$ cat src/rtl/ovl_win_change_mc.sv
// Multi-channel window-change checker: each channel opens a window on start_event
// and fires if test_expr never changed by end_event. X/Z check: OVL_WIN_CHANGE_MC_XCHECK_EN.
module ovl_win_change_mc_ch #(
  parameter int WIDTH   = 8,
  parameter int MAX_WIN = 0,
  parameter int WW      = 1
) (
  input  logic             clock,
  input  logic             reset,
  input  logic             enable,
  input  logic             start_event,
  input  logic             end_event,
  input  logic [WIDTH-1:0] test_expr,
  output logic             window_open,
  output logic             fire,
  output logic             fire_timeout,
  output logic             fire_x
);
  typedef enum logic {IDLE, OPEN} state_t;

  state_t           state, state_n;
  logic [WIDTH-1:0] prev, prev_n;
  logic [WW-1:0]    cnt, cnt_n;
  logic             changed, changed_n;
  logic             fire_q, fire_n, tmo_q, tmo_n, x_q, x_n;
  logic             is_x, diff;

`ifdef OVL_WIN_CHANGE_MC_XCHECK_EN
  assign is_x = $isunknown(test_expr);
`else
  assign is_x = 1'b0;
`endif
  // an X/Z sample is reported separately and never counts as a change
  assign diff = !is_x && (test_expr != prev);

  always_comb begin
    state_n   = state;
    prev_n    = prev;
    changed_n = changed;
    cnt_n     = cnt;
    fire_n    = 1'b0;
    tmo_n     = 1'b0;
    x_n       = 1'b0;
    unique case (state)
      IDLE: begin
        if (start_event) begin
          state_n   = OPEN;
          prev_n    = test_expr;
          changed_n = 1'b0;
          cnt_n     = '0;
        end
      end
      OPEN: begin
        x_n       = is_x;
        changed_n = changed | diff;
        if (!is_x) prev_n = test_expr;
        if (MAX_WIN > 0) cnt_n = cnt + WW'(1);
        // end_event wins over a timeout landing on the same edge
        if (end_event) begin
          state_n = IDLE;
          fire_n  = !(changed | diff);
        end else if (MAX_WIN > 0 && cnt_n == WW'(MAX_WIN)) begin
          state_n = IDLE;
          tmo_n   = 1'b1;
        end
      end
      default: state_n = IDLE;
    endcase
  end

  always_ff @(posedge clock) begin
    if (!reset) begin
      state   <= IDLE;
      prev    <= '0;
      changed <= 1'b0;
      cnt     <= '0;
      fire_q  <= 1'b0;
      tmo_q   <= 1'b0;
      x_q     <= 1'b0;
    end else if (enable) begin
      state   <= state_n;
      prev    <= prev_n;
      changed <= changed_n;
      cnt     <= cnt_n;
      fire_q  <= fire_n;
      tmo_q   <= tmo_n;
      x_q     <= x_n;
    end else begin
      fire_q  <= 1'b0;
      tmo_q   <= 1'b0;
      x_q     <= 1'b0;
    end
  end

  assign window_open  = (state == OPEN);
  assign fire         = fire_q & enable;
  assign fire_timeout = tmo_q & enable;
  assign fire_x       = x_q & enable;
endmodule

module ovl_win_change_mc #(
  parameter int CHANNELS = 4,
  parameter int WIDTH    = 8,
  parameter int MAX_WIN  = 0,
  parameter int CNT_W    = 16
) (
  input  logic                      clock,
  input  logic                      reset,
  input  logic                      enable,
  input  logic [CHANNELS-1:0]       start_event,
  input  logic [CHANNELS-1:0]       end_event,
  input  logic [CHANNELS*WIDTH-1:0] test_expr,
  output logic [CHANNELS-1:0]       window_open,
  output logic [CHANNELS-1:0]       fire,
  output logic [CHANNELS-1:0]       fire_timeout,
  output logic [CHANNELS-1:0]       fire_x,
  output logic [CNT_W-1:0]          err_count
);
  localparam int WW = (MAX_WIN > 0) ? $clog2(MAX_WIN + 1) : 1;
  localparam logic [CNT_W+7:0] ERR_MAX = {8'b0, {CNT_W{1'b1}}};

  ovl_win_change_mc_ch #(.WIDTH(WIDTH), .MAX_WIN(MAX_WIN), .WW(WW)) u_ch [CHANNELS-1:0] (
    .clock        (clock),
    .reset        (reset),
    .enable       (enable),
    .start_event  (start_event),
    .end_event    (end_event),
    .test_expr    (test_expr),
    .window_open  (window_open),
    .fire         (fire),
    .fire_timeout (fire_timeout),
    .fire_x       (fire_x)
  );

  logic [7:0]       hits;
  logic [CNT_W+7:0] sum;

  // counts pulses as seen on the outputs, so a masked pulse is never counted
  always_comb begin
    hits = '0;
    for (int i = 0; i < CHANNELS; i++)
      hits = hits + 8'(fire[i]) + 8'(fire_timeout[i]) + 8'(fire_x[i]);
  end

  assign sum = (CNT_W+8)'(err_count) + (CNT_W+8)'(hits);

  always_ff @(posedge clock) begin
    if (!reset)
      err_count <= '0;
    else if (enable)
      err_count <= (sum > ERR_MAX) ? {CNT_W{1'b1}} : sum[CNT_W-1:0];
  end
endmodule

$ cat config.mk
export PLATFORM = sky130hd
export DESIGN_NAME = ovl_win_change_mc
export DESIGN_NICKNAME = d
export VERILOG_FILES = /design/src/rtl/ovl_win_change_mc.sv
export SDC_FILE = /design/constraint.sdc
export NUM_CORES = 1
export LEC_CHECK = 0
export BUFFER_PORTS_ARGS = -buffer_cell sky130_fd_sc_hd__buf_2
export CAP_MARGIN = 20
export CORE_MARGIN = 5
export CORE_UTILIZATION = 40
export CTS_BUF_LIST = sky130_fd_sc_hd__clkbuf_4 sky130_fd_sc_hd__clkbuf_8 sky130_fd_sc_hd__clkbuf_16
export CTS_CLUSTER_DIAMETER = 40
export DETAILED_ROUTE_END_ITERATION = 8
export GPL_ROUTABILITY_DRIVEN = 0
export HOLD_SLACK_MARGIN = 0.05
export PLACE_DENSITY = 0.71
export SKIP_CTS_REPAIR_TIMING = 1
export SLEW_MARGIN = 20
export SYNTH_ARGS = -nofsm -noshare
export SYNTH_HDL_FRONTEND = slang
export SYNTH_SLANG_ARGS = --single-unit
$ cat constraint.sdc
create_clock -name clock -period 2.8 [get_ports clock]
set_input_delay 0.14 -clock clock [delete_from_list [all_inputs] [get_ports clock]]
set_output_delay 0.14 -clock clock [all_outputs]
set_load 0.02 [all_outputs]
# ---- Word-level counts from Yosys, hierarchy flattened
# Index checks and enable logic that the tools add are counted.
# W data, S select, Z words.
dict set report op_classes {
  eq_ne 8
  mux 29
  n_addsub 4
  n_bitwise 12
  n_reduce_logical 12
  n_lt_le_gt_ge 1
}
# operator n
set op_table {}
lappend op_table {{$pmux W8 S2} 4}
lappend op_table {{$mux W8} 4}
lappend op_table {{$ne A8 B8 Y1} 4}
lappend op_table {{$add A16 B4 Y17} 1}
lappend op_table {{$gt A17 B16 Y1 const B} 1}
lappend op_table {{$mux W16} 1}
lappend op_table {{$pmux W1 S2} 8}
lappend op_table {{$reduce_and A4 Y1} 4}
lappend op_table {{$mux W1} 12}
lappend op_table {{$ne A2 B2 Y1 const B} 4}
lappend op_table {{$reduce_and A2 Y1} 4}
lappend op_table {{$add A3 B1 Y4} 1}
lappend op_table {{$and A1 B1 Y1} 4}
lappend op_table {{$logic_not A1 Y1} 4}
lappend op_table {{$not A1 Y1} 4}
lappend op_table {{$or A1 B1 Y1} 4}
lappend op_table {{$add A2 B1 Y3} 1}
lappend op_table {{$add A1 B1 Y2} 1}
dict set report word_totals {
  out_inout_bits 32
  ff_bits 60
}

# ---- Depth between registers and ports, before layout
dict set report depth {
  depth_word 7
  mapped_depth 14
  mapped_depth_nobuf 10
}

# ---- Cells and area by module
# From an unflattened synthesis, not the netlist that was laid out.
dict set report hier_totals {
  hier_cells 344
  hier_area_um2 3380.7
}
# module seq_area_each_um2 area_each_um2 n_inst cells_each
set by_module_without_submodules {}
lappend by_module_without_submodules {ovl_win_change_mc_ch 220.2 545.5 4 55}
lappend by_module_without_submodules {ovl_win_change_mc 320.3 1198.6 1 124}

# ---- Least setup slack after synthesis
# OpenSTA, ideal clock, no wires.
dict set report synth_path {
  kind {input port to flip-flop}
  start {in enable}
  end {reg err_count[12]}
  setup_ps 116
  arrival_ps 2971
  required_ps 2684
  setup_slack_ps -286
  path_buffers 4
  stages 14
  cell_sequence {clkbuf_1 -> clkbuf_1 -> and2_1 -> fa_1 -> inv_1 -> fa_1 -> inv_1 -> fa_1 -> and3_1 -> clkbuf_1 -> and3_1 -> clkbuf_1 -> a31o_2 -> and3_1}
}
dict set report synth_via {
  elab_chain_len 7
  elab_cells_between_ends 10
  classes_between {4 x add/sub; 1 x order compare; 1 x mux; 4 x bitwise}
}
# element line_no
set synth_lines {}
lappend synth_lines {{start, declared} 109} ;# input logic enable,
lappend synth_lines {{$and A1 B1 Y1 (*)} 96} ;# assign fire = fire_q & enable;
lappend synth_lines {{net u_ch[0].fire} 15} ;# output logic fire,
lappend synth_lines {{$add A1 B1 Y2 (*)} 142} ;# hits = hits + 8'(fire[i]) + 8'(fire_timeout[i]) + 8'(fire_x[i]);
lappend synth_lines {{$add A2 B1 Y3 (*)} 142}
lappend synth_lines {{$add A3 B1 Y4 (*)} 142}
lappend synth_lines {{$add A16 B4 Y17 (*)} 145} ;# assign sum = (CNT_W+8)'(err_count) + (CNT_W+8)'(hits);
lappend synth_lines {{$gt A17 B16 Y1} 151} ;# err_count <= (sum > ERR_MAX) ? {CNT_W{1'b1}} : sum[CNT_W-1:0];
lappend synth_lines {{$mux W16 (*)} 151}
lappend synth_lines {{end signal, assigned} 151}
lappend synth_lines {{end, declared} 117} ;# output logic [CNT_W-1:0] err_count
# The timed path passes the listed nets; every way through them passes the cells marked *.
# A chain may end at the register's enable or synchronous reset.

# ---- Worst setup path after layout
dict set report layout_path {
  start {reg u_ch[0].fire_q}
  end {reg err_count[9]}
}
dict set report layout_via {
  elab_chain_len 7
}
# element line_no
set layout_lines {}
lappend layout_lines {{start, declared} 25} ;# logic fire_q, fire_n, tmo_q, tmo_n, x_q, x_n;
lappend layout_lines {{start signal, assigned} 85} ;# fire_q <= fire_n;
lappend layout_lines {{$and A1 B1 Y1 (*)} 96}
lappend layout_lines {{$add A1 B1 Y2 (*)} 142}
lappend layout_lines {{$add A2 B1 Y3 (*)} 142}
lappend layout_lines {{$add A3 B1 Y4 (*)} 142}
lappend layout_lines {{$add A16 B4 Y17 (*)} 145}
lappend layout_lines {{$gt A17 B16 Y1} 151}
lappend layout_lines {{$mux W16 (*)} 151}
# Mark *: on every way between the ends. The rest lies on a longest branch, timed or not.

==> qor.csv <==
stage,metric,value,unit
run_status,outcome,finished clean,
routing,ant_nets,0,
floorplanning,initial_core_util,41.12,%
routing,wl,6.495,mm
routing,wl_per_cell,13.12,um
clock_network,clk_latency,0.33,ns
clock_network,cts.clk_slew.worst_paths,0.07,ns
layout,final_cell_area,0.003669,mm2
synth,synth_compound_area_share,11.28,%
placement,place_area,0.003353,mm2
setup_path,cp.required,3.08,ns
grt,grt_use_met3,3.675,%
sta,fin_crit_sh,97.02,%
grt,antenna_found_initial,0,
setup_path,end_kind,register,
clock_network,clockRootBuffer,clkbuf_8,
clock_network,h-tree-depth,3,
synth,synth_area_per_cell,9.264,um2
setup_path,start_kind,register,
sta,fin_tns_setup,0,ns
routing,drt_first_pass_iters,4,
routing,avgViaCountPerCell,4.931,
grt,grt_most_used_layer,met2,
pwr,leakage,1.716,nW
sta,hold_viol_final,0,
sta,setup_violations,0,
setup_path,slowest_delay,0.57,ns
synth,synth_ff_type,dfxtp_1,
sta,fmax,368.1,MHz
layout,nNetsFinal,439,
pwr,p_total,2.021,mW
synth,yosys.area_share.adder,2.433,%
sta,rsz0062_at_grt,yes,
setup_path,slowest_stage,or4_4,
synth,synth_xor_area_share,9.396,%
clock_network,tritoncts,done,
grt,grt_util_met1,18.73,%
synth,synth_edf_count,0,
clock_network,clock-sinks,60,
pwr,vdd_ir_drop_max,0.2803,mV
layout,seq_area,0.001201,mm2
sta,slew_headroom,54.08,%
synth,synth_top_family_by_area,simple AND/OR/NAND/NOR gates,
synth,synthSimpleGateAreaFrac,18.12,%
grt,grt_pass1_vias,2357,
clock_network,cts_buffer_depth,2,
grt,grt.met2_usage,23.17,%
floorplanning,rows,31,
setup_path,crit_top_cell,fa_2,
synth,ys_types,48,
layout,multiInputGateArea,0.001602,mm2
floorplanning,core,0.007253,mm2
floorplanning,ios,75,
setup_path,cp.arrival,3.00,ns
grt,grt_pass1_wl,10.72,mm
synth,ys_seq_area_share,40.27,%
setup_path,crit_chain,and2_4 > fa_1 > inv_1 > fa_2 > inv_2 > fa_2 > nand4_1 > or4_4 > buf_6 > nand2_1 > o211a_1,
synth,syn_area,0.002983,mm2
placement,portBuffers,66,
synth,ys_async_sr_fraction,0,%
routing,vias,2441,
job,max_cap_violations,0,
layout,synthToLayoutAreaGrowth,22.99,%
floorplanning,fp.dieH,96.36,um
synth,synth_warnings,0,
floorplanning,chipWidth,96.36,um
layout,layout-drive-gt1-share,29.04,%
grt,grt-ovfl-total,0,
layout,antenna_cells,0,
setup_path,path_class,register to register,
grt,grt_max_degree,24,
routing,drc_errors,0,
synth,synth_cells,322,
floorplanning,dieArea,0.009284,mm2
setup_path,path_max_fanout,7,
layout,final_cell_mix,"buf_2 (66), dfxtp_1 (60), nor2_1 (40)",
hold_path,worstHoldPathType,input port to register,
synth,synth.ff_latch_count,60,
sta,skew,0.01018,ns
sta,maxSlewViolCount,0,
clock_network,cts_buffers,9,
pwr,powerDensity,550.9,mW/mm2
layout,layout_commonest_cell,buf_2,
sta,worst_pin_slew,0.6880,ns
routing,drt_iter0_markers,65,
grt,grt_usage,14.74,%
sta,min_period,2.717,ns
layout,fill_cells,718,
placement,dpl.hpwl,4.810,mm
synth,synthMuxAreaShare,10.74,%
==> kinds of logic after synthesis <==
family	Yosys count
multiplexers	32
flip-flops	60
other	1
adder cells (fa/ha/maj)	4
AND/OR/NAND/NOR	106
buffers and inverters	40
XOR/XNOR	32
AO/OA/AOI/OAI	47
==> state kept, by name, indices dropped and copies added, names as in the netlist <==
register / cells
u_ch.changed: 4
u_ch.fire_q: 4
u_ch.window_open: 4
err_count: 16
u_ch.prev: 32
==> through the flow <==
step	hold WS, ns	util [%]	instances	worst slack, ns
2_1_floorplan	0.2571	-	329	0.03240
3_3_place_gp	0.3644	46.23	471	0.1318
3_5_place_dp	0.3744	46.23	471	0.04263
4_1_cts	0.01318	49.32	486	0.02607
5_1_grt	0.05508	50.58	495	-0.02523
6_report	0.06065	50.58	495	0.08348
==> cell type report <==
type | instances | area share [%]
Clock buffer | 11 | 4.127
Clock inverter | 4 | 1.978
Inverter | 8 | 0.8186
Multi-Input combinational cell | 229 | 43.66
Sequential cell | 60 | 32.74
Tap cell | 99 | 3.377
Timing Repair Buffer | 84 | 13.30
==> power breakdown <==
group / switching, mW / total [mW] / internal, mW
registers: 0.0255 / 0.914 / 0.888
logic: 0.115 / 0.226 / 0.111
clock network: 0.338 / 0.881 / 0.543
==> worst paths after layout <==
| check | to | depth (start not counted) | slack, ns | from |
|---|---|---|---|---|
| min reg2reg | u_ch[1].fire_q | 2 | 0.51 | u_ch[1].window_open |
| min | u_ch[3].fire_q | 3 | 0.06 | end_event[3] |
| max | err_count[9] | 11 | 0.08 | u_ch[0].fire_q |
| max reg2reg | err_count[9] | 11 | 0.08 | u_ch[0].fire_q |
==> routing by layer <==
layer / vias to the layer above / wire length [um]
li1: 1244 / -
met1: 1125 / 2869
met2: 62 / 3043
met3: 10 / 448
met4: 0 / 134
met5: - / 0
==> synth_stat cells, drive strengths merged (5+ instances only) <==
cell | instances | area [um2]
nor2 | 40 | 150.1
xnor2 | 28 | 245.2
and3 | 12 | 76.33
nand4 | 8 | 56.30
nand2 | 19 | 71.32
dfxtp | 60 | 1201
nand3 | 8 | 40.04
or4 | 5 | 41.29
clkbuf | 11 | 51.30
buf | 21 | 146.4
a21oi | 7 | 35.03
o21ai | 14 | 70.07
a31oi | 6 | 37.54
mux2i | 32 | 320.3
inv | 8 | 30.03
==> critical path, delay by kind of cell (launching register included) <==
kind                       cells  cell delay, ns
adders and majority gates      3            1.05
and+or+nand+nor                4            0.90
DFF                            1            0.30
buffers and inverters          3            0.29
AOI/OAI and AO/OA              1            0.13
Power figures use the tool's default switching activity.
